File: src/rtl/jt51_slot_pkg.sv
// Shared types and helpers for the jt51 slot ring and its request controllers.
package jt51_slot_pkg;

  typedef enum logic {SLOT_IDLE, SLOT_WAIT} slot_fsm_t;

  function automatic int slot_w(input int stages);
    return (stages > 1) ? $clog2(stages) : 1;
  endfunction

endpackage

File: src/rtl/jt51_slot_ctl.sv
// Single-request controller: latch a target slot, wait for it at the ring output, pulse ack.
// Out-of-range slots are acknowledged on the next clock without ever going busy.
module jt51_slot_ctl
  import jt51_slot_pkg::*;
#(
  parameter int stages = 32,
  parameter int SW     = slot_w(stages)
) (
  input  logic          clk_i,
  input  logic          rst_i,
  input  logic          cen_i,
  input  logic          req_i,
  input  logic [SW-1:0] slot_i,
  input  logic [SW-1:0] cur_slot_i,
  output logic          accept_o,
  output logic          hit_o,
  output logic          busy_o,
  output logic          ack_o
);

  slot_fsm_t     state_q, state_d;
  logic [SW-1:0] slot_q;
  logic          ack_q, ack_d;
  logic          in_range;

  assign in_range = {1'b0, slot_i} < (SW+1)'(stages);

  always_ff @(posedge clk_i) begin
    if (rst_i) begin
      state_q <= SLOT_IDLE;
      ack_q   <= 1'b0;
    end else begin
      state_q <= state_d;
      ack_q   <= ack_d;
    end
    if (accept_o) slot_q <= slot_i;
  end

  always_comb begin
    state_d = state_q;
    case (state_q)
      SLOT_IDLE: if (req_i && in_range) state_d = SLOT_WAIT;
      SLOT_WAIT: if (cen_i && hit_o) state_d = SLOT_IDLE;
      default:   state_d = SLOT_IDLE;
    endcase
  end

  // Discarded (out-of-range) requests ack straight from IDLE.
  always_comb begin
    busy_o   = (state_q == SLOT_WAIT);
    hit_o    = busy_o && (slot_q == cur_slot_i);
    accept_o = (state_q == SLOT_IDLE) && req_i && in_range;
    ack_d    = ((state_q == SLOT_IDLE) && req_i && !in_range) || (cen_i && hit_o);
  end

  assign ack_o = ack_q;

endmodule

File: src/rtl/jt51_slot_ring.sv
// Recirculating per-slot parameter ring for the jt51 operator pipeline with random-access writes.
// Define JT51_SLOT_RD_EN to add a matching random-access read port.
module jt51_slot_ring
  import jt51_slot_pkg::*;
#(
  parameter int   width  = 5,
  parameter int   stages = 32,
  parameter logic rstval = 1'b0,
  localparam int  SW     = slot_w(stages)
) (
  input  logic             clk,
  input  logic             rst,
  input  logic             cen,
  input  logic             wr_req,
  input  logic [SW-1:0]    wr_slot,
  input  logic [width-1:0] wr_data,
  output logic             wr_busy,
  output logic             wr_ack,
  output logic [SW-1:0]    cur_slot,
  output logic [width-1:0] drop
`ifdef JT51_SLOT_RD_EN
  ,
  input  logic             rd_req,
  input  logic [SW-1:0]    rd_slot,
  output logic [width-1:0] rd_data,
  output logic             rd_busy,
  output logic             rd_ack
`endif
);

  logic [SW-1:0]    cur_slot_q, cur_slot_d;
  logic [width-1:0] wr_data_q;
  logic [width-1:0] ring_q [stages];
  logic [width-1:0] tail;
  logic             wr_accept, wr_hit;

  jt51_slot_ctl #(.stages(stages), .SW(SW)) u_wr (
    .clk_i      (clk),
    .rst_i      (rst),
    .cen_i      (cen),
    .req_i      (wr_req),
    .slot_i     (wr_slot),
    .cur_slot_i (cur_slot_q),
    .accept_o   (wr_accept),
    .hit_o      (wr_hit),
    .busy_o     (wr_busy),
    .ack_o      (wr_ack)
  );

  always_comb begin
    cur_slot_d = cur_slot_q;
    if (cen) cur_slot_d = (cur_slot_q == SW'(stages - 1)) ? '0 : cur_slot_q + 1'b1;
  end

  always_ff @(posedge clk) begin
    if (rst) cur_slot_q <= '0;
    else     cur_slot_q <= cur_slot_d;
  end

  always_ff @(posedge clk) begin
    if (wr_accept) wr_data_q <= wr_data;
  end

  // Data bits carry no reset so the ring maps onto shift-register primitives;
  // clearing relies on rst forcing the tail for a full lap.
  assign tail = rst ? {width{rstval}} : (wr_hit ? wr_data_q : ring_q[stages-1]);

  always_ff @(posedge clk) begin
    if (cen) begin
      ring_q[0] <= tail;
      for (int k = 1; k < stages; k++) ring_q[k] <= ring_q[k-1];
    end
  end

  assign drop     = rst ? {width{rstval}} : ring_q[stages-1];
  assign cur_slot = cur_slot_q;

`ifdef JT51_SLOT_RD_EN
  logic             rd_accept, rd_hit;
  logic [width-1:0] rd_data_q;

  jt51_slot_ctl #(.stages(stages), .SW(SW)) u_rd (
    .clk_i      (clk),
    .rst_i      (rst),
    .cen_i      (cen),
    .req_i      (rd_req),
    .slot_i     (rd_slot),
    .cur_slot_i (cur_slot_q),
    .accept_o   (rd_accept),
    .hit_o      (rd_hit),
    .busy_o     (rd_busy),
    .ack_o      (rd_ack)
  );

  // Capturing drop (pre-write) makes a same-cen read+write return the old value.
  always_ff @(posedge clk) begin
    if (rst)                                 rd_data_q <= '0;
    else if (cen && rd_hit)                  rd_data_q <= drop;
    else if (rd_req && !rd_busy && !rd_accept) rd_data_q <= '0;
  end

  assign rd_data = rd_data_q;
`endif

endmodule

File: config.mk
export PLATFORM = sky130hd
export DESIGN_NAME = jt51_slot_ring
export DESIGN_NICKNAME = d
export VERILOG_FILES = /design/src/rtl/jt51_slot_pkg.sv /design/src/rtl/jt51_slot_ctl.sv /design/src/rtl/jt51_slot_ring.sv
export SDC_FILE = /design/constraint.sdc
export NUM_CORES = 1
export LEC_CHECK = 0
export BUFFER_PORTS_ARGS = -buffer_cell sky130_fd_sc_hd__buf_4
export CAP_MARGIN = 20
export CORE_MARGIN = 1.5
export CORE_UTILIZATION = 55
export DETAILED_ROUTE_END_ITERATION = 8
export PLACE_DENSITY = 0.76
export SYNTH_ARGS = -nofsm -noshare
export SYNTH_HDL_FRONTEND = slang
export SYNTH_SLANG_ARGS = --single-unit
File: constraint.sdc
create_clock -name clk -period 2.1 [get_ports clk]
set_input_delay 0 -clock clk [delete_from_list [all_inputs] [get_ports clk]]
set_output_delay 0 -clock clk [all_outputs]
set_load 0.02 [all_outputs]
==> results of run 1 <==
cell type report:
type	count	area, um^2	share of cell area [%]
Timing Repair Buffer	44	396.6	5.862
Multi-Input combinational cell	45	370.4	5.473
Clock inverter	12	166.4	2.459
Clock buffer	19	421.7	6.232
Tap cell	133	166.4	2.459
Sequential cell	177	5245	77.51
metal layers:
metal / vias to the layer above / GRT usage (%)
li1: 1000 / -
met1: 1119 / 23.84
met2: 58 / 19.54
met3: 8 / 4.511
met4: 0 / 7.143
met5: - / 0
through the flow:
| stage | power (uW) | hold slack [ns] | cell area, um^2 |
|---|---|---|---|
| after global routing | 7676 | 0.2015 | 6766 |
| after global placement | 4374 | 0.1779 | 6023 |
| final | 7442 | 0.2110 | 6766 |
| after floorplan | 4246 | 0.08482 | 5630 |
| after detailed placement | 4381 | 0.1795 | 6023 |
| after CTS | 7495 | 0.1834 | 6761 |
where the power goes:
group | internal (uW) | leakage, uW | switching [uW]
logic | 82.0 | 0.000410 | 109
clock network | 1910 | 0.000283 | 1190
registers | 4090 | 0.00172 | 64.6
worst max-delay path, stage by stage (launching register included):
cell	delay, ns
edfxtp_1	0.40
xor2_1	0.15
nor4_1	0.27
and3_4	0.31
a211oi_1	0.10
dlygate4sd3_1	0.59
final timing paths:
path	start	to	slack [ns]
worst max-delay path	u_wr.slot_q[3]	u_wr.busy_o	0.17
worst min-delay path	wr_data[3]	wr_data_q[3]	0.21
worst max register to register	u_wr.slot_q[3]	u_wr.busy_o	0.17
worst min register to register	ring_q[0][3]	ring_q[0][8]	0.42
state kept, by name, summed over array words and instances, names as in the netlist:
name and flops:
cur_slot 5, u_wr.busy_o 1, ring_q 160, u_wr.ack_o 1
u_wr.slot_q 5, wr_data_q 5
cell usage in the layout, fill, tap and decap left out, drive strengths merged, types with 4 or more instances in the layout:
cell type / n
clkinv: 6
dlygate4sd3: 15
edfxtp: 170
xor2: 4
buf: 29
nor2: 7
bufinv: 4
and2b: 8
clkbuf: 19
dfxtp: 7
mux2: 6
cells by family after synthesis:
logic type | after synthesis | share of synthesized area, %
AO/OA/AOI/OAI | 5 | 0.5334
XOR/XNOR | 5 | 0.7777
adder cells (fa/ha/maj) | 2 | 0.4444
buffers and inverters | 3 | 0.3554
flip-flops | 177 | 93.16
multiplexers | 8 | 1.889
AND/OR/NAND/NOR | 25 | 2.845
repair_timing:
| item | in CTS | in global routing |
|---|---|---|
| hold buffers | 15 | 0 |
| setup endpoints to repair | 0 | 1 |
| setup buffers | 0 | 0 |
| gates resized for setup | 0 | 2 |
| endpoints found under the hold margin | 63 | 0 |
==> impl_metrics.prom, run 1 <==
# TYPE chip_impl_metric gauge
chip_impl_metric{name="post-place-cells",unit=""} 384
chip_impl_metric{name="postSynth.asyncResetShare",unit="%"} 0
chip_impl_metric{name="vias",unit=""} 2185
chip_impl_metric{name="antenna_violations_before_repair",unit=""} 0
chip_impl_metric{name="via_count_of_the_first_global_routing_pass",unit=""} 2184
chip_impl_metric{name="grt_use_total",unit="%"} 15.18
chip_impl_metric{name="drt-met1-wl",unit="um"} 3731
chip_impl_metric{name="floorplan.die.width",unit="um"} 104.2
chip_impl_metric{name="place_worst_setup_slack",unit="ns"} 0.3103
chip_impl_metric{name="tritoncts.num_buffers",unit=""} 17
chip_impl_metric{name="drv_slew",unit=""} 0
chip_impl_metric{name="antenna_cells_inserted",unit=""} 0
chip_impl_metric{name="yosysSeqAreaShare",unit="%"} 93.16
chip_impl_metric{name="post-synth-top-area-fraction",unit="%"} 90.67
chip_impl_metric{name="clockBufferDepth",unit=""} 2
chip_impl_info{name="cts_tree",value="built"} 1
chip_impl_metric{name="critPathArrivalTime",unit="ns"} 2.32
chip_impl_metric{name="final_antenna_net_count",unit=""} 0
chip_impl_metric{name="detail_route.drc_violations",unit=""} 0
chip_impl_metric{name="ys_ff_latch",unit=""} 177
chip_impl_info{name="worstSetupPathType",value="reg2reg"} 1
chip_impl_metric{name="power.density",unit="mW/mm^2"} 1100
chip_impl_metric{name="wl_per_cell",unit="um"} 17.34
chip_impl_metric{name="globalRoute.totalOverflow",unit=""} 0
chip_impl_metric{name="setup_total_negative_slack",unit="ns"} 0
chip_impl_metric{name="fin_nets",unit=""} 301
chip_impl_metric{name="h-tree-depth",unit=""} 4
chip_impl_metric{name="finClkSkew",unit="ns"} 0.007820
chip_impl_metric{name="finalHoldViolCount",unit=""} 0
chip_impl_metric{name="clkSlewWorstSetupHoldPaths",unit="ns"} 0.06
chip_impl_metric{name="syn_area",unit="mm^2"} 0.005630
chip_impl_metric{name="count_of_flip_flops_with_a_built_in_enable_after_synthesis",unit=""} 170
chip_impl_metric{name="filler_cell_count",unit=""} 555
chip_impl_metric{name="clk_latency",unit="ns"} 0.51
chip_impl_metric{name="totalWireLength",unit="um"} 7457
chip_impl_metric{name="half_perimeter_wire_length_after_detailed_placement",unit="um"} 3449
chip_impl_metric{name="syn_inst",unit=""} 225
chip_impl_metric{name="post_layout_nonfiller_instances",unit=""} 430
chip_impl_metric{name="numClockSinks",unit=""} 177
chip_impl_metric{name="syn_area_per_cell",unit="um^2"} 25.02
chip_impl_info{name="grt_setup_unrepaired",value="no"} 1
chip_impl_metric{name="port_buffers",unit=""} 25
chip_impl_metric{name="wire_length_of_the_first_global_routing_pass",unit="um"} 11760
chip_impl_metric{name="max-cap-violations",unit=""} 0
chip_impl_metric{name="leak_pwr",unit="uW"} 0.002417
chip_impl_metric{name="die_area",unit="mm^2"} 0.01085
chip_impl_metric{name="post_drt_via_cell_ratio",unit=""} 5.081
chip_impl_metric{name="crit_required",unit="ns"} 2.49
chip_impl_metric{name="warnings_synthesis",unit=""} 0
chip_impl_metric{name="syn_to_final_growth",unit="%"} 20.18
chip_impl_metric{name="number_of_search_and_repair_iterations_in_the_first_detailed_routing_pass",unit=""} 4
chip_impl_metric{name="grt_max_degree",unit=""} 57
chip_impl_info{name="worst_hold_path_type",value="in2reg"} 1
chip_impl_info{name="run_status",value="complete, no violations"} 1
chip_impl_metric{name="initial_utilization",unit="%"} 57.08
chip_impl_metric{name="wl_met2",unit="um"} 3222
chip_impl_metric{name="peakVddDrop",unit="mV"} 0.7148
chip_impl_metric{name="globalplace.congestion",unit=""} 0.7732
chip_impl_metric{name="synth_cell_type_count",unit=""} 25
chip_impl_metric{name="timing.final.crit_share",unit="%"} 91.75
chip_impl_metric{name="die_height",unit="um"} 104.2
chip_impl_info{name="synthDominantAreaCellType",value="edfxtp_1"} 1
chip_impl_info{name="synth.most_common_cell",value="edfxtp_1"} 1
chip_impl_metric{name="max_freq",unit="MHz"} 519.0
chip_impl_metric{name="hold_path_depth",unit=""} 2
chip_impl_metric{name="num_rows",unit=""} 36
chip_impl_metric{name="timing.critical_path.fanout_max",unit=""} 7
chip_impl_metric{name="drtIter0Drc",unit=""} 174
chip_impl_metric{name="path_depth_of_the_worst_reg2reg_path",unit=""} 5
chip_impl_metric{name="mappedNetlistNets",unit=""} 241
chip_impl_info{name="dr.max_layer_used",value="met4"} 1
chip_impl_info{name="synthTopCellsByArea",value="edfxtp_1 (91%), dfxtp_1 (2.5%), mux2_4 (1.3%)"} 1
chip_impl_info{name="synth-main-ff-cell",value="edfxtp_1"} 1
chip_impl_info{name="setup.worst_path.end_class",value="flop"} 1
chip_impl_metric{name="timing_worst_slew_pin_value",unit="ns"} 0.4179
chip_impl_metric{name="max-slew-margin-rel",unit="%"} 72.14
chip_impl_metric{name="io-pin-count",unit=""} 26
chip_impl_info{name="worst_setup_path_start_kind",value="flop"} 1
chip_impl_metric{name="final_layout_size_suffix_gt1_share",unit="%"} 23.23
chip_impl_metric{name="number_of_endpoints_failing_setup_at_the_final_stage",unit=""} 0
chip_impl_metric{name="floorplan.core_area",unit="mm^2"} 0.009864
chip_impl_info{name="synth_top_cells_by_count",value="edfxtp_1 (170), dfxtp_1 (7), nor2_1 (7), mux2_4 (5)"} 1
chip_impl_info{name="clock-root-buffer",value="clkbuf_8"} 1
chip_impl_metric{name="post-route-min-period",unit="ns"} 1.927
chip_impl_metric{name="postLayoutCoreUtil",unit="%"} 68.59
chip_impl_metric{name="wl_met3",unit="um"} 408
chip_impl_metric{name="timing.final.ws_setup",unit="ns"} 0.1733
Power figures use the tool's default switching activity.
==> inputs of run 2 (changes only) <==
--- a/config.mk
+++ b/config.mk
@@ -5,7 +5,7 @@
 export SDC_FILE = /design/constraint.sdc
 export NUM_CORES = 1
 export LEC_CHECK = 0
-export BUFFER_PORTS_ARGS = -buffer_cell sky130_fd_sc_hd__buf_4
+export BUFFER_PORTS_ARGS = -buffer_cell sky130_fd_sc_hd__buf_2
 export CAP_MARGIN = 20
 export CORE_MARGIN = 1.5
 export CORE_UTILIZATION = 55
==> impl_metrics.prom, run 2 (synthesized netlist as in run 1, its figures left out) <==
# TYPE chip_impl_metric gauge
chip_impl_info{name="run_status",value="complete, no violations"} 1
chip_impl_metric{name="globalRoute.totalOverflow",unit=""} 0
chip_impl_metric{name="number_of_endpoints_failing_setup_at_the_final_stage",unit=""} 0
chip_impl_metric{name="vias",unit=""} 2200
chip_impl_info{name="clock-root-buffer",value="clkbuf_8"} 1
chip_impl_metric{name="drv_slew",unit=""} 0
chip_impl_metric{name="critPathArrivalTime",unit="ns"} 2.47
chip_impl_metric{name="globalplace.congestion",unit=""} 0.6994
chip_impl_metric{name="antenna_violations_before_repair",unit=""} 0
chip_impl_metric{name="ff_latch_area",unit="mm^2"} 0.005245
chip_impl_metric{name="post_drt_via_cell_ratio",unit=""} 5.104
chip_impl_metric{name="half_perimeter_wire_length_after_detailed_placement",unit="um"} 3406
chip_impl_info{name="mostFrequentLayoutCell",value="edfxtp_1"} 1
chip_impl_info{name="crit_path_cell_trace",value="xor2_1, nor4_1, and3_2, a211oi_1, dlygate4sd3_1"} 1
chip_impl_metric{name="timing.critical_path.fanout_max",unit=""} 7
chip_impl_metric{name="initial_utilization",unit="%"} 57.08
chip_impl_metric{name="grt_max_degree",unit=""} 55
chip_impl_metric{name="h-tree-depth",unit=""} 4
chip_impl_info{name="setup.worst_path.end_class",value="flop"} 1
chip_impl_metric{name="via_count_of_the_first_global_routing_pass",unit=""} 2078
chip_impl_metric{name="drtIter0Drc",unit=""} 190
chip_impl_metric{name="syn_to_final_growth",unit="%"} 18.53
chip_impl_metric{name="die_height",unit="um"} 104.2
chip_impl_metric{name="clkSlewWorstSetupHoldPaths",unit="ns"} 0.07
chip_impl_info{name="worst_hold_path_type",value="in2reg"} 1
chip_impl_info{name="timing.critical_path.to",value="u_wr.busy_o"} 1
chip_impl_metric{name="holdWs",unit="ns"} 0.1869
chip_impl_metric{name="io-pin-count",unit=""} 26
chip_impl_metric{name="antenna_cells_inserted",unit=""} 0
chip_impl_metric{name="wl_per_cell",unit="um"} 17.86
chip_impl_metric{name="wire_length_of_the_first_global_routing_pass",unit="um"} 11850
chip_impl_metric{name="crit_required",unit="ns"} 2.51
chip_impl_metric{name="setup_total_negative_slack",unit="ns"} 0
chip_impl_metric{name="detail_route.drc_violations",unit=""} 0
chip_impl_metric{name="post-route-min-period",unit="ns"} 2.057
chip_impl_metric{name="path_depth_of_the_worst_reg2reg_path",unit=""} 5
chip_impl_metric{name="largest_register_ffs",unit=""} 160
chip_impl_info{name="cts_tree",value="built"} 1
chip_impl_metric{name="floorplan.die.width",unit="um"} 104.2
chip_impl_metric{name="number_of_search_and_repair_iterations_in_the_first_detailed_routing_pass",unit=""} 5
chip_impl_metric{name="final_layout_size_suffix_gt1_share",unit="%"} 24.16
chip_impl_info{name="worstReg2RegEnd",value="u_wr.busy_o"} 1
chip_impl_metric{name="filler_cell_count",unit=""} 584
chip_impl_info{name="worst_setup_path_start_kind",value="flop"} 1
chip_impl_info{name="worst_setup_path_startpoint",value="u_wr.slot_q[3]"} 1
chip_impl_metric{name="numClockSinks",unit=""} 177
chip_impl_info{name="most_flops_register",value="ring_q"} 1
chip_impl_metric{name="max-slew-margin-rel",unit="%"} 68.15
chip_impl_metric{name="post_cts_buffers",unit=""} 0
chip_impl_metric{name="num_rows",unit=""} 36
chip_impl_metric{name="fin_nets",unit=""} 301
chip_impl_metric{name="tritoncts.num_buffers",unit=""} 17
chip_impl_metric{name="leak_pwr",unit="uW"} 0.002391
chip_impl_info{name="most_frequent_cells_in_the_layout",value="edfxtp_1 (170), buf_2 (24), clkbuf_16 (16)"} 1
chip_impl_metric{name="max-cap-violations",unit=""} 0
chip_impl_metric{name="max_freq",unit="MHz"} 486.2
chip_impl_metric{name="final_antenna_net_count",unit=""} 0
chip_impl_info{name="regToRegStartpoint",value="u_wr.slot_q[3]"} 1
chip_impl_metric{name="totalWireLength",unit="um"} 7696
chip_impl_metric{name="timing_worst_slew_pin_value",unit="ns"} 0.4778
chip_impl_metric{name="clockBufferDepth",unit=""} 2
chip_impl_info{name="critical_path.slowest_cell",value="dlygate4sd3_1"} 1
chip_impl_metric{name="r2r_slack",unit="ns"} 0.04
chip_impl_metric{name="max_stage_delay",unit="ns"} 0.60
chip_impl_metric{name="finalHoldViolCount",unit=""} 0
chip_impl_metric{name="clk_latency",unit="ns"} 0.53
chip_impl_metric{name="peakVddDrop",unit="mV"} 0.8992
chip_impl_metric{name="die_area",unit="mm^2"} 0.01085
chip_impl_metric{name="finClkSkew",unit="ns"} 0.007821
chip_impl_metric{name="timing.final.crit_share",unit="%"} 97.94
chip_impl_info{name="worstSetupPathType",value="reg2reg"} 1
chip_impl_metric{name="grt_use_total",unit="%"} 15.49
chip_impl_metric{name="floorplan.core_area",unit="mm^2"} 0.009864
chip_impl_metric{name="power.density",unit="mW/mm^2"} 1091
chip_impl_metric{name="port_buffers",unit=""} 25
chip_impl_metric{name="multiInputGateArea",unit="um^2"} 366.6
chip_impl_info{name="grt_setup_unrepaired",value="no"} 1
-- run 2: cell count changes in the layout (fill, tap and decap cells not counted), sizes merged --
cell,change
bufinv,-2
clkbuf,-1
clkinv,+2
clkinvlp,+1
inv,+1
-- run 2: metal layers --
layer | part of all wire (%) | global-route usage (%)
met5 | 0 | 0
met4 | 1.9 | 8.036
met3 | 4.7 | 5.388
met2 | 43 | 20.20
met1 | 50 | 23.17
-- run 2: timing repair --
item,in CTS,in global routing
setup endpoints to repair,0,1
resized for setup,0,1
hold endpoints to repair,69,0
hold buffers,15,0
-- run 2: area by class of cell --
cell class                      count  share of cell area, %
Clock buffer                       18                  6.262
Tap cell                          133                  2.493
Sequential cell                   177                  78.59
Multi-Input combinational cell     45                  5.493
Timing Repair Buffer               44                  5.043
Clock inverter                     14                  2.118
-- run 2: worst min path at each step --
stage / cells after the start / start / to / slack [ns]
floorplan: 1 / rst / drop[2] / 0.08
global placement: 1 / wr_slot[0] / u_wr.slot_q[0] / 0.18
detailed placement: 1 / wr_slot[0] / u_wr.slot_q[0] / 0.18
CTS: 2 / wr_slot[4] / u_wr.slot_q[4] / 0.15
global route: 2 / wr_data[1] / wr_data_q[1] / 0.17
finish: 2 / wr_slot[0] / u_wr.slot_q[0] / 0.19
-- run 2: critical path, delay by kind of cell, from the launching register on --
kind            cells  cell delay (ns)
flops               1             0.39
xor+xnor            1             0.15
buf+inv             1             0.60
simple gates        2             0.69
compound gates      1             0.12
-- run 2: per-stage QoR --
step	cells	utilization, %	power (uW)	setup WS [ns]	area (um^2)
after detailed placement	384	60.45	4370	0.2601	5963
final	431	67.66	7280	0.04330	6674
after global placement	384	60.45	4361	0.3241	5963
after global routing	431	67.66	7503	0.003917	6674
after floorplan	225	-	4246	0.4240	5630
after CTS	431	67.64	7345	0.03325	6673
-- run 2: where the power goes --
part | internal [uW] | switching (uW)
Combinational | 70.6 | 108
Clock | 1690 | 1260
Sequential | 4090 | 65.2
Total | 5840 | 1440
==> inputs of run 3 (changes only) <==
--- a/config.mk
+++ b/config.mk
@@ -5,12 +5,13 @@
 export SDC_FILE = /design/constraint.sdc
 export NUM_CORES = 1
 export LEC_CHECK = 0
-export BUFFER_PORTS_ARGS = -buffer_cell sky130_fd_sc_hd__buf_2
 export CAP_MARGIN = 20
 export CORE_MARGIN = 1.5
 export CORE_UTILIZATION = 55
 export DETAILED_ROUTE_END_ITERATION = 8
-export PLACE_DENSITY = 0.76
+export DONT_BUFFER_PORTS = 1
+export PLACE_DENSITY = 0.73
+export REMOVE_ABC_BUFFERS = 1
 export SYNTH_ARGS = -nofsm -noshare
 export SYNTH_HDL_FRONTEND = slang
 export SYNTH_SLANG_ARGS = --single-unit
==> impl_metrics.prom, run 3 (synthesized netlist as in run 1, its figures left out) <==
# TYPE chip_impl_metric gauge
chip_impl_info{name="run_status",value="finished, violations left"} 1
chip_impl_info{name="violated_checks",value="hold timing"} 1
chip_impl_metric{name="max_freq",unit="MHz"} 505.6
chip_impl_metric{name="cts-hold-fix-buffers",unit=""} 14
chip_impl_metric{name="clkSlewWorstSetupHoldPaths",unit="ns"} 0.06
chip_impl_metric{name="largest_register_ffs",unit=""} 160
chip_impl_metric{name="fin_nets",unit=""} 275
chip_impl_metric{name="post_drt_via_cell_ratio",unit=""} 5.128
chip_impl_metric{name="timing.critical_path.fanout_max",unit=""} 5
chip_impl_metric{name="crit_required",unit="ns"} 2.49
chip_impl_metric{name="wl_per_cell",unit="um"} 17.12
chip_impl_metric{name="number_of_endpoints_failing_setup_at_the_final_stage",unit=""} 0
chip_impl_metric{name="share_comb_of_total_power",unit="%"} 1.1
chip_impl_info{name="worst_setup_path_start_kind",value="flop"} 1
chip_impl_metric{name="die_area",unit="mm^2"} 0.01085
chip_impl_metric{name="detail_route.drc_violations",unit=""} 0
chip_impl_info{name="setup.worst_path.end_class",value="flop"} 1
chip_impl_metric{name="filler_cell_count",unit=""} 583
chip_impl_metric{name="design_power",unit="uW"} 7112
chip_impl_metric{name="leak_pwr",unit="uW"} 0.002267
chip_impl_metric{name="tritoncts.num_buffers",unit=""} 17
chip_impl_metric{name="clk_latency",unit="ns"} 0.52
chip_impl_metric{name="postLayoutCoreUtil",unit="%"} 65.92
chip_impl_info{name="worstSetupPathType",value="reg2reg"} 1
chip_impl_metric{name="wire_length_of_the_first_global_routing_pass",unit="um"} 10940
chip_impl_info{name="mostFrequentLayoutCell",value="edfxtp_1"} 1
chip_impl_metric{name="p_switching",unit="uW"} 1406
chip_impl_metric{name="via_count_of_the_first_global_routing_pass",unit=""} 1997
chip_impl_info{name="timing.critical_path.max_delay_family",value="buffers and inverters"} 1
chip_impl_metric{name="internal_power",unit="uW"} 5706
chip_impl_metric{name="antenna_violations_before_repair",unit=""} 0
chip_impl_metric{name="finClkSkew",unit="ns"} 0.008287
chip_impl_info{name="clock-root-buffer",value="clkbuf_8"} 1
chip_impl_metric{name="power.share.switching",unit="%"} 19.77
chip_impl_metric{name="numClockSinks",unit=""} 177
chip_impl_info{name="grt_setup_unrepaired",value="no"} 1
chip_impl_metric{name="p_clk_share",unit="%"} 40.5
chip_impl_metric{name="timing_worst_slew_pin_value",unit="ns"} 0.5383
chip_impl_info{name="most_flops_register",value="ring_q"} 1
chip_impl_metric{name="syn_to_final_growth",unit="%"} 15.49
chip_impl_metric{name="place_worst_setup_slack",unit="ns"} 0.1457
chip_impl_info{name="most_frequent_cells_in_the_layout",value="edfxtp_1 (170), clkbuf_16 (16), dlygate4sd3_1 (14)"} 1
chip_impl_metric{name="globalRoute.totalOverflow",unit=""} 0
chip_impl_metric{name="sequentialPowerShare",unit="%"} 58.4
chip_impl_info{name="cts_tree",value="built"} 1
chip_impl_metric{name="antenna_cells_inserted",unit=""} 0
chip_impl_metric{name="multiInputGateArea",unit="um^2"} 365.4
chip_impl_metric{name="drtIter0Drc",unit=""} 182
chip_impl_metric{name="floorplan.die.width",unit="um"} 104.2
chip_impl_metric{name="globalplace.congestion",unit=""} 0.7054
chip_impl_metric{name="io-pin-count",unit=""} 26
chip_impl_metric{name="peakVddDrop",unit="mV"} 0.9297
chip_impl_metric{name="holdWs",unit="ns"} -0.4063
chip_impl_metric{name="post-route-min-period",unit="ns"} 1.978
chip_impl_metric{name="number_of_search_and_repair_iterations_in_the_first_detailed_routing_pass",unit=""} 4
chip_impl_metric{name="setup_total_negative_slack",unit="ns"} 0
chip_impl_metric{name="max-slew-margin-rel",unit="%"} 64.04
chip_impl_metric{name="die_height",unit="um"} 104.2
chip_impl_metric{name="power.density",unit="mW/mm^2"} 1094
chip_impl_metric{name="critical_path.n_buffers_inverters",unit=""} 1
chip_impl_metric{name="initial_utilization",unit="%"} 57.08
chip_impl_info{name="crit_path_cell_trace",value="ha_1, and3_2, ha_1, mux2i_1, dlygate4sd3_1, nor2_1"} 1
chip_impl_metric{name="timing.final.crit_share",unit="%"} 94.18
chip_impl_metric{name="final_layout_size_suffix_gt1_share",unit="%"} 18.38
chip_impl_metric{name="ff_latch_area",unit="mm^2"} 0.005248
chip_impl_metric{name="grt_max_degree",unit=""} 169
chip_impl_metric{name="max-cap-violations",unit=""} 0
chip_impl_metric{name="drv_slew",unit=""} 0
chip_impl_metric{name="h-tree-depth",unit=""} 4
chip_impl_metric{name="clockBufferDepth",unit=""} 2
chip_impl_metric{name="finalHoldViolCount",unit=""} 165
chip_impl_metric{name="grt_use_total",unit="%"} 14.15
chip_impl_metric{name="port_buffers",unit=""} 0
chip_impl_metric{name="num_rows",unit=""} 36
chip_impl_metric{name="half_perimeter_wire_length_after_detailed_placement",unit="um"} 3120
chip_impl_metric{name="max_stage_delay",unit="ns"} 0.57
chip_impl_metric{name="totalWireLength",unit="um"} 6935
chip_impl_metric{name="critPathArrivalTime",unit="ns"} 2.37
chip_impl_info{name="most_frequent_cell_on_the_critical_path",value="ha_1"} 1
chip_impl_metric{name="timing.final.ws_setup",unit="ns"} 0.1223
chip_impl_metric{name="floorplan.core_area",unit="mm^2"} 0.009864
chip_impl_metric{name="final_antenna_net_count",unit=""} 0
chip_impl_info{name="critical_path.slowest_cell",value="dlygate4sd3_1"} 1
chip_impl_info{name="worst_hold_path_type",value="in2reg"} 1
chip_impl_metric{name="vias",unit=""} 2077
==> run 3: layout make-up <==
cell class | instances | share of cell area [%]
Clock buffer | 20 | 7.004
Multi-Input combinational cell | 45 | 5.619
Tap cell | 133 | 2.559
Timing Repair Buffer | 18 | 2.617
Sequential cell | 177 | 80.70
Clock inverter | 12 | 1.501
==> run 3: timing repair <==
item | in CTS | in global routing
endpoints found under the hold margin | 192 | 165
setup endpoints to repair | 0 | 1
resized for setup | 0 | 2
setup buffers | 0 | 0
==> run 3: final timing paths <==
| kind | start | endpoint | slack (ns) | cells past startpoint |
|---|---|---|---|---|
| hold reg to reg | ring_q[0][1] | ring_q[0][6] | 0.41 | 0 |
| setup / recovery | cur_slot[0] | cur_slot[4] | 0.12 | 6 |
| setup reg to reg | cur_slot[0] | cur_slot[4] | 0.12 | 6 |
| hold / removal | cen | ring_q[0][33] | -0.41 | 0 |
==> run 3: power groups by stage <==
| stage | Sequential [uW] | Combinational [uW] | Clock [uW] |
|---|---|---|---|
| final | 4150 | 80.8 | 2880 |
| after global routing | 4170 | 87.1 | 3100 |
| after CTS | 4150 | 80.1 | 2960 |
| after detailed placement | 4220 | 55.3 | 0 |
| after global placement | 4220 | 53.3 | 0 |
| after floorplan | 4200 | 44.4 | 0 |
==> run 3: through the flow <==
step / instance area, um^2 / hold WS [ns] / std cells
after CTS: 6500 / -0.4377 / 405
final: 6502 / -0.4063 / 405
after global placement: 5807 / 0.07398 / 359
after global routing: 6502 / -0.4517 / 405
after detailed placement: 5807 / 0.07510 / 359
after floorplan: 5610 / 0.07157 / 222
==> run 3: per-layer routing <==
metal / up-vias / wire length (um) / global-route usage (%)
li1: 955 / - / -
met3: 6 / 485 / 7.644
met1: 1057 / 3552 / 22.49
met5: - / 0 / 0
met4: 0 / 76 / 5.655
met2: 59 / 2821 / 15.85
